## config.mk

```make
export PLATFORM = sky130hd
export DESIGN_NAME = razr_scale_pipe
export DESIGN_NICKNAME = d
export VERILOG_FILES = /design/src/rtl/razr_scale_pipe.sv
export SDC_FILE = /design/constraint.sdc
export NUM_CORES = 1
export LEC_CHECK = 0
export ABC_AREA = 1
export CAP_MARGIN = 20
export CELL_PAD_IN_SITES_DETAIL_PLACEMENT = 0
export CELL_PAD_IN_SITES_GLOBAL_PLACEMENT = 1
export CORE_AREA = 2 2 89 91
export CTS_CLUSTER_SIZE = 12
export DETAILED_ROUTE_END_ITERATION = 8
export DIE_AREA = 0 0 91 93
export GPL_TIMING_DRIVEN = 0
export HOLD_SLACK_MARGIN = 0.02
export PLACE_DENSITY_LB_ADDON = 0.08
export SLEW_MARGIN = 20
export SYNTH_ARGS = -nofsm -noshare
export SYNTH_HDL_FRONTEND = slang
export SYNTH_SLANG_ARGS = --single-unit
```

## constraint.sdc

```tcl
create_clock -name clk -period 2.09 [get_ports clk]
set_input_delay 0.418 -clock clk [delete_from_list [all_inputs] [get_ports clk]]
set_output_delay 0.418 -clock clk [all_outputs]
set_load 0.01 [all_outputs]
```

## src/rtl/razr_scale_pipe.sv

```systemverilog
// Two-stage signed scale/round/saturate pipeline with valid/ready handshake and sticky overflow counter.
// Build option: define RAZR_ROUND_EN for round-half-up before the shift; otherwise plain truncation.
module razr_scale_pipe #(
    parameter int IN_W  = 16,
    parameter int OUT_W = 12,
    parameter int SH_W  = 4,
    parameter int CNT_W = 16
) (
    input  logic             clk,
    input  logic             rst_n,
    input  logic [IN_W-1:0]  in_data,
    input  logic [SH_W-1:0]  in_shift,
    input  logic             in_valid,
    output logic             in_ready,
    output logic [OUT_W-1:0] out_data,
    output logic             out_ovf,
    output logic             out_valid,
    input  logic             out_ready,
    input  logic             cnt_clr,
    output logic [CNT_W-1:0] ovf_cnt
);

    localparam int SHC_W  = (IN_W > 2) ? $clog2(IN_W) : 1;
    localparam int MAX_SH = IN_W - 1;

    logic                    s1_v;
    logic signed [IN_W:0]    s1_r;
    logic                    s2_v;
    logic                    adv1;
    logic                    adv2;
    logic                    in_xfer;
    logic                    out_xfer;

    logic [SHC_W-1:0]        sh;
    logic signed [IN_W:0]    t;
    logic signed [IN_W:0]    r;

    logic [IN_W-OUT_W:0]     hi_bits;
    logic [OUT_W-1:0]        sat_data;
    logic                    sat_ovf;

    // Handshake: ready depends only on valid bits and out_ready
    always_comb begin
        adv2     = !s2_v || out_ready;
        adv1     = !s1_v || adv2;
        in_ready = adv1;
        in_xfer  = in_valid && adv1;
        out_xfer = s2_v && out_ready;
    end

    assign out_valid = s2_v;

    // Stage 1: clamp shift amount, optionally bias, arithmetic shift
    always_comb begin
        sh = '0;
        if (32'(in_shift) > 32'(MAX_SH)) begin
            sh = SHC_W'(MAX_SH);
        end else begin
            sh = SHC_W'(in_shift);
        end
    end

`ifdef RAZR_ROUND_EN
    logic signed [IN_W:0] bias;

    always_comb begin
        bias = '0;
        if (sh != '0) begin
            bias = (IN_W+1)'(1) << (sh - SHC_W'(1));
        end
        t = $signed({in_data[IN_W-1], in_data}) + bias;
        r = t >>> sh;
    end
`else
    always_comb begin
        t = $signed({in_data[IN_W-1], in_data});
        r = t >>> sh;
    end
`endif

    always_ff @(posedge clk or negedge rst_n) begin
        if (!rst_n) begin
            s1_v <= 1'b0;
            s1_r <= '0;
        end else if (adv1) begin
            s1_v <= in_xfer;
            s1_r <= r;
        end
    end

    // Stage 2: value fits iff all bits above the output sign bit match it
    always_comb begin
        hi_bits  = s1_r[IN_W:OUT_W-1];
        sat_data = s1_r[OUT_W-1:0];
        sat_ovf  = 1'b0;
        if (!((hi_bits == '0) || (hi_bits == '1))) begin
            sat_ovf = 1'b1;
            if (s1_r[IN_W]) begin
                sat_data = {1'b1, {(OUT_W-1){1'b0}}};
            end else begin
                sat_data = {1'b0, {(OUT_W-1){1'b1}}};
            end
        end
    end

    always_ff @(posedge clk or negedge rst_n) begin
        if (!rst_n) begin
            s2_v     <= 1'b0;
            out_data <= '0;
            out_ovf  <= 1'b0;
        end else if (adv2) begin
            s2_v     <= s1_v;
            out_data <= sat_data;
            out_ovf  <= sat_ovf;
        end
    end

    // Clear wins over a same-cycle increment; count sticks at all-ones
    always_ff @(posedge clk or negedge rst_n) begin
        if (!rst_n) begin
            ovf_cnt <= '0;
        end else if (cnt_clr) begin
            ovf_cnt <= '0;
        end else if (out_xfer && out_ovf && (ovf_cnt != '1)) begin
            ovf_cnt <= ovf_cnt + CNT_W'(1);
        end
    end

endmodule

```

# Word-level counts from Yosys, hierarchy flattened
# Cells that the tools add are included.
dict set report op_classes {
  add_sub_neg 1
  eq_ne 2
  n_shift 1
  muxes 5
  reduce_logical 11
}
# op n
set op_table {}
lappend op_table {{2-to-1 mux 16 bit} 2}
lappend op_table {{2-to-1 mux 12 bit} 2}
lappend op_table {{>>> shifter 16 x 4 -> 17 bit} 1}
lappend op_table {{adder 16 x 1 -> 16 bit, second input constant} 1}
lappend op_table {{!= test 16 bit, second input constant} 1}
lappend op_table {{== test 5 bit, second input constant} 1}
lappend op_table {{zero test 5 bit} 1}
lappend op_table {{logical AND 1 bit} 4}
lappend op_table {{logical OR 1 bit} 3}
lappend op_table {{zero test 1 bit} 2}
lappend op_table {{nonzero test 2 bit} 1}
lappend op_table {{2-to-1 mux 1 bit} 1}
dict set report word_totals {
  regBits 48
}

# Depth between registers and ports, before layout
dict set report depth {
  depth_word 5
  mapped_depth 11
  ltp_nobuf 9
}

# Worst setup path after synthesis
# Ideal clock, no wire load.
dict set report synth_timing {
  path_kind {register to output}
  from {register s2_v (netlist: out_valid)}
  to {output in_ready}
  arrival_ns 1.090
  setup_slack_ns 0.582
  stages_incl_launch_ff 5
  n_path_buf 1
  path_cell_list {dfrtp_1 > inv_1 > nor2_1 > nand2_2 > buf_2}
}
dict set report synth_via {
  elab_chain_len 3
}
# item line_no
set synth_rtl {}
lappend synth_rtl {{start, declared} 28} ;# logic s2_v;
lappend synth_rtl {{start signal, assigned} 112} ;# s2_v <= s1_v;
lappend synth_rtl {{zero test 1 bit} 44} ;# adv2 = !s2_v || out_ready;
lappend synth_rtl {{logical OR 1 bit} 44}
lappend synth_rtl {{logical OR 1 bit} 45} ;# adv1 = !s1_v || adv2;
lappend synth_rtl {{end, declared} 14} ;# output logic in_ready,
# Every way passes these cells.

# Worst setup path after layout
dict set report layout_timing {
  from {input out_ready}
  to {output in_ready}
}
dict set report layout_via {
  elab_chain_len 2
}
# item line_no
set layout_rtl {}
lappend layout_rtl {{start, declared} 18} ;# input logic out_ready,
lappend layout_rtl {{logical OR 1 bit} 44}
lappend layout_rtl {{logical OR 1 bit} 45}
# Every way passes these cells.

==> results.toml <==
[logic_synthesis]
synthMuxAreaShare = 0
ys_ff_latch = 47
synth_most_common_cell = "nand2_1"
synth.area.top_cells = "dfrtp_1 41%, nand2_1 20%, nand3_1 13%, nor2_1 5.2%, a21oi_1 3.4%"
synth_top_area_frac = 0.415
yosysSeqAreaShare = 0.415
syn_avg_cell_area_sq_um = 6.80
synth-adder-area-share = 0.00441
synth_top_family_by_area = "simple AND/OR/NAND/NOR gates"
synth_compound_area_frac = 0.0613
synth.largest_area_cell = "dfrtp_1"
synthSimpleGateAreaFrac = 0.442
syn_inst = 417
syn_nets = 443
synth_warnings = 0
syn_area_sq_mm = 0.00284
synthFlopType = "dfrtp_1"
synth_cell_types = 28
netlist_top_cells_count = "153 x nand2_1, 76 x nand3_1, 47 x dfrtp_1"
synth_xor_area_frac = 0.0154
async_flop_share = 1.00
synth-edff-count = 0

[cells_and_area]
utilization = 0.486
fillers = 809
nets = 505
area_growth_pct = 28.9
multi_input_area_sq_mm = 0.00150
diodes = 0
regArea_sq_mm = 0.00118
drive_above_1_share = 0.0750
stdcell_area_sq_mm = 0.00365
layout.cells.non_filler = 582

[floorplanning]
die_w_um = 91
die_height_um = 93
rows = 32
core_sq_mm = 0.00753
io_pins = 56
initial_utilization = 0.377
die-area_sq_mm = 0.00846

[sta]
timing.final.crit_share = 0.949
setup_ws_ns = 0.107
fin_tns_setup_ns = 0
timing.clock.skew_ns = 0.0112
drv_slew = 0
rsz0062_at_grt = "no"
slew_headroom = 0.649
timing.hold.ws_ns = 0.0271
worst_pin_slew_ns = 0.527
finalHoldViolations = 0
max_freq_mhz = 504
setup_viol = 0
min_period_ns = 1.98

[route]
routedWlPerCell_um = 13.3
ant_nets = 0
drt-pass1-iter-count = 4
drt_iter0_drc = 102
vias = 2905
route.detailed.drc = 0
avgViaCountPerCell = 4.99
wl_um = 7760

[clocking]
numCtsBuffers = 5
cts.sinks = 47
insertion_delay_ns = 0.30
cts_tree = "done"
cts_hold_buffers = 0
htree_levels = 2
clk_pin_slew_ns = 0.10
clock_path_buffers = 2
clockRootBuffer = "clkbuf_8"

[critical_path]
path_cells = "clkdlybuf4s50_1, nor2_4, nand2_4, buf_6, dlygate4sd2_1"
cp.required_ns = 1.67
reg2reg_depth = 10
worstSetupEndpointType = "output pin"
slowest_stage = "clkdlybuf4s50_1"
crit_buf_inv = 3
critical-path-max-stage-delay_ns = 0.46
worstSetupPathType = "primary input to output pin"
crit_family = "buffers and inverters"
worst-path-stages = 5
worstPathMaxFanout = 10
arrival_ns = 1.56
startpoint_type = "primary input"

[flow_run]
maxCapViolations = 0

[placement]
gp_congestion = 0.856
dp_hpwl_um = 5970
io_buffers = 53
pre_cts_slack_ns = -0.548
placed_cell_area_sq_mm = 0.00351
dp_cells = 573

[power]
peakVddDrop_uv = 336
p_leak_nw = 1.72
p_per_area_mw_per_mm2 = 633
design_power_total_mw = 2.31

[grt]
antenna_found_initial = 0
grt_pass1_wl_um = 13500
grt_overflow_total = 0
first_global_vias = 2930
grt_max_degree = 33
grtUsageTotal = 0.196

[status]
status = "complete, no violations"

[hold_path]
hp-class = "primary input to async pin"
==> worst reg2reg max path, stage by stage (launching register included) <==
cell	delay, ns
dfrtp_1	0.43
ha_1	0.23
nand3_2	0.13
inv_2	0.08
nand2_2	0.09
o21ai_2	0.16
nand2_2	0.11
inv_2	0.11
buf_6	0.15
nand2_1	0.07
nand2_1	0.06
==> layout by cell type, fill, tap and decap left out, types with 2 or more instances in the layout <==
| cell type | n |
|---|---|
| nand2_1 | 153 |
| inv_1 | 22 |
| nand4_1 | 11 |
| clkbuf_8 | 6 |
| o21ai_0 | 5 |
| dfrtp_1 | 47 |
| buf_6 | 2 |
| or2_2 | 3 |
| xor2_1 | 5 |
| buf_1 | 4 |
| a21oi_1 | 19 |
| clkbuf_1 | 2 |
| inv_2 | 2 |
| clkdlybuf4s50_1 | 51 |
| nand3_1 | 76 |
| o21bai_1 | 4 |
| buf_4 | 2 |
| nor2_1 | 38 |
| nor2_2 | 2 |
| buf_2 | 7 |
| nand2_2 | 4 |
==> area by class of cell <==
cell class / count / area share
repair buffers: 55 / 0.151
inverters: 25 / 0.0257
plain buffers: 16 / 0.0240
clock inverters: 2 / 0.0106
well taps: 102 / 0.0349
flip-flops and latches: 47 / 0.322
multi-input cells: 329 / 0.409
clock buffers: 6 / 0.0226
==> metal layers <==
layer  vias up  global-route usage  routed length [um]
li1       1489                   -                   -
met1      1349               0.256                3660
met2        55               0.346                3770
met3        12              0.0250                 212
met4         0              0.0518                 122
met5         -                   0                   0
==> what timing repair did <==
action | 4_1_cts | 5_1_grt
buffers inserted | 1 | 0
resized for setup | 6 | 0
setup endpoints to repair | 1 | 0
hold endpoints to repair | 0 | 0
==> report_power, final <==
group          internal [mW]  switching, mW
clock                  0.394          0.327
combinational          0.237          0.299
sequential              1.00         0.0554
total                   1.63          0.681
==> cell families (layout without fill, tap and decap cells) <==
logic type | after synthesis | after routing
and+or+nand+nor | 292 | 292
DFF | 47 | 47
AOI/OAI and AO/OA | 31 | 31
adders and majority gates | 1 | 1
buffers and inverters | 41 | 104
xor gates and xnor gates | 5 | 5
==> registers in the layout, summed over array words and instances (netlist names) <==
name	flops
out_valid	1
s1_v	1
s1_r	16
ovf_cnt	16
out_data	12
out_ovf	1
==> worst paths after layout <==
| kind | start | endpoint | slack [ns] |
|---|---|---|---|
| worst max register to register | ovf_cnt[0] | ovf_cnt[1] | 0.42 |
| max in group asynchronous | rst_n | out_data[8] | 1.55 |
| worst min-delay path | rst_n | ovf_cnt[5] | 0.03 |
| worst min register to register | s1_r[1] | s1_r[1] | 0.49 |
| worst max-delay path | out_ready | in_ready | 0.11 |
| min in group clk | s1_r[1] | s1_r[1] | 0.49 |
Note: power is estimated with default switching activity, not from simulation.
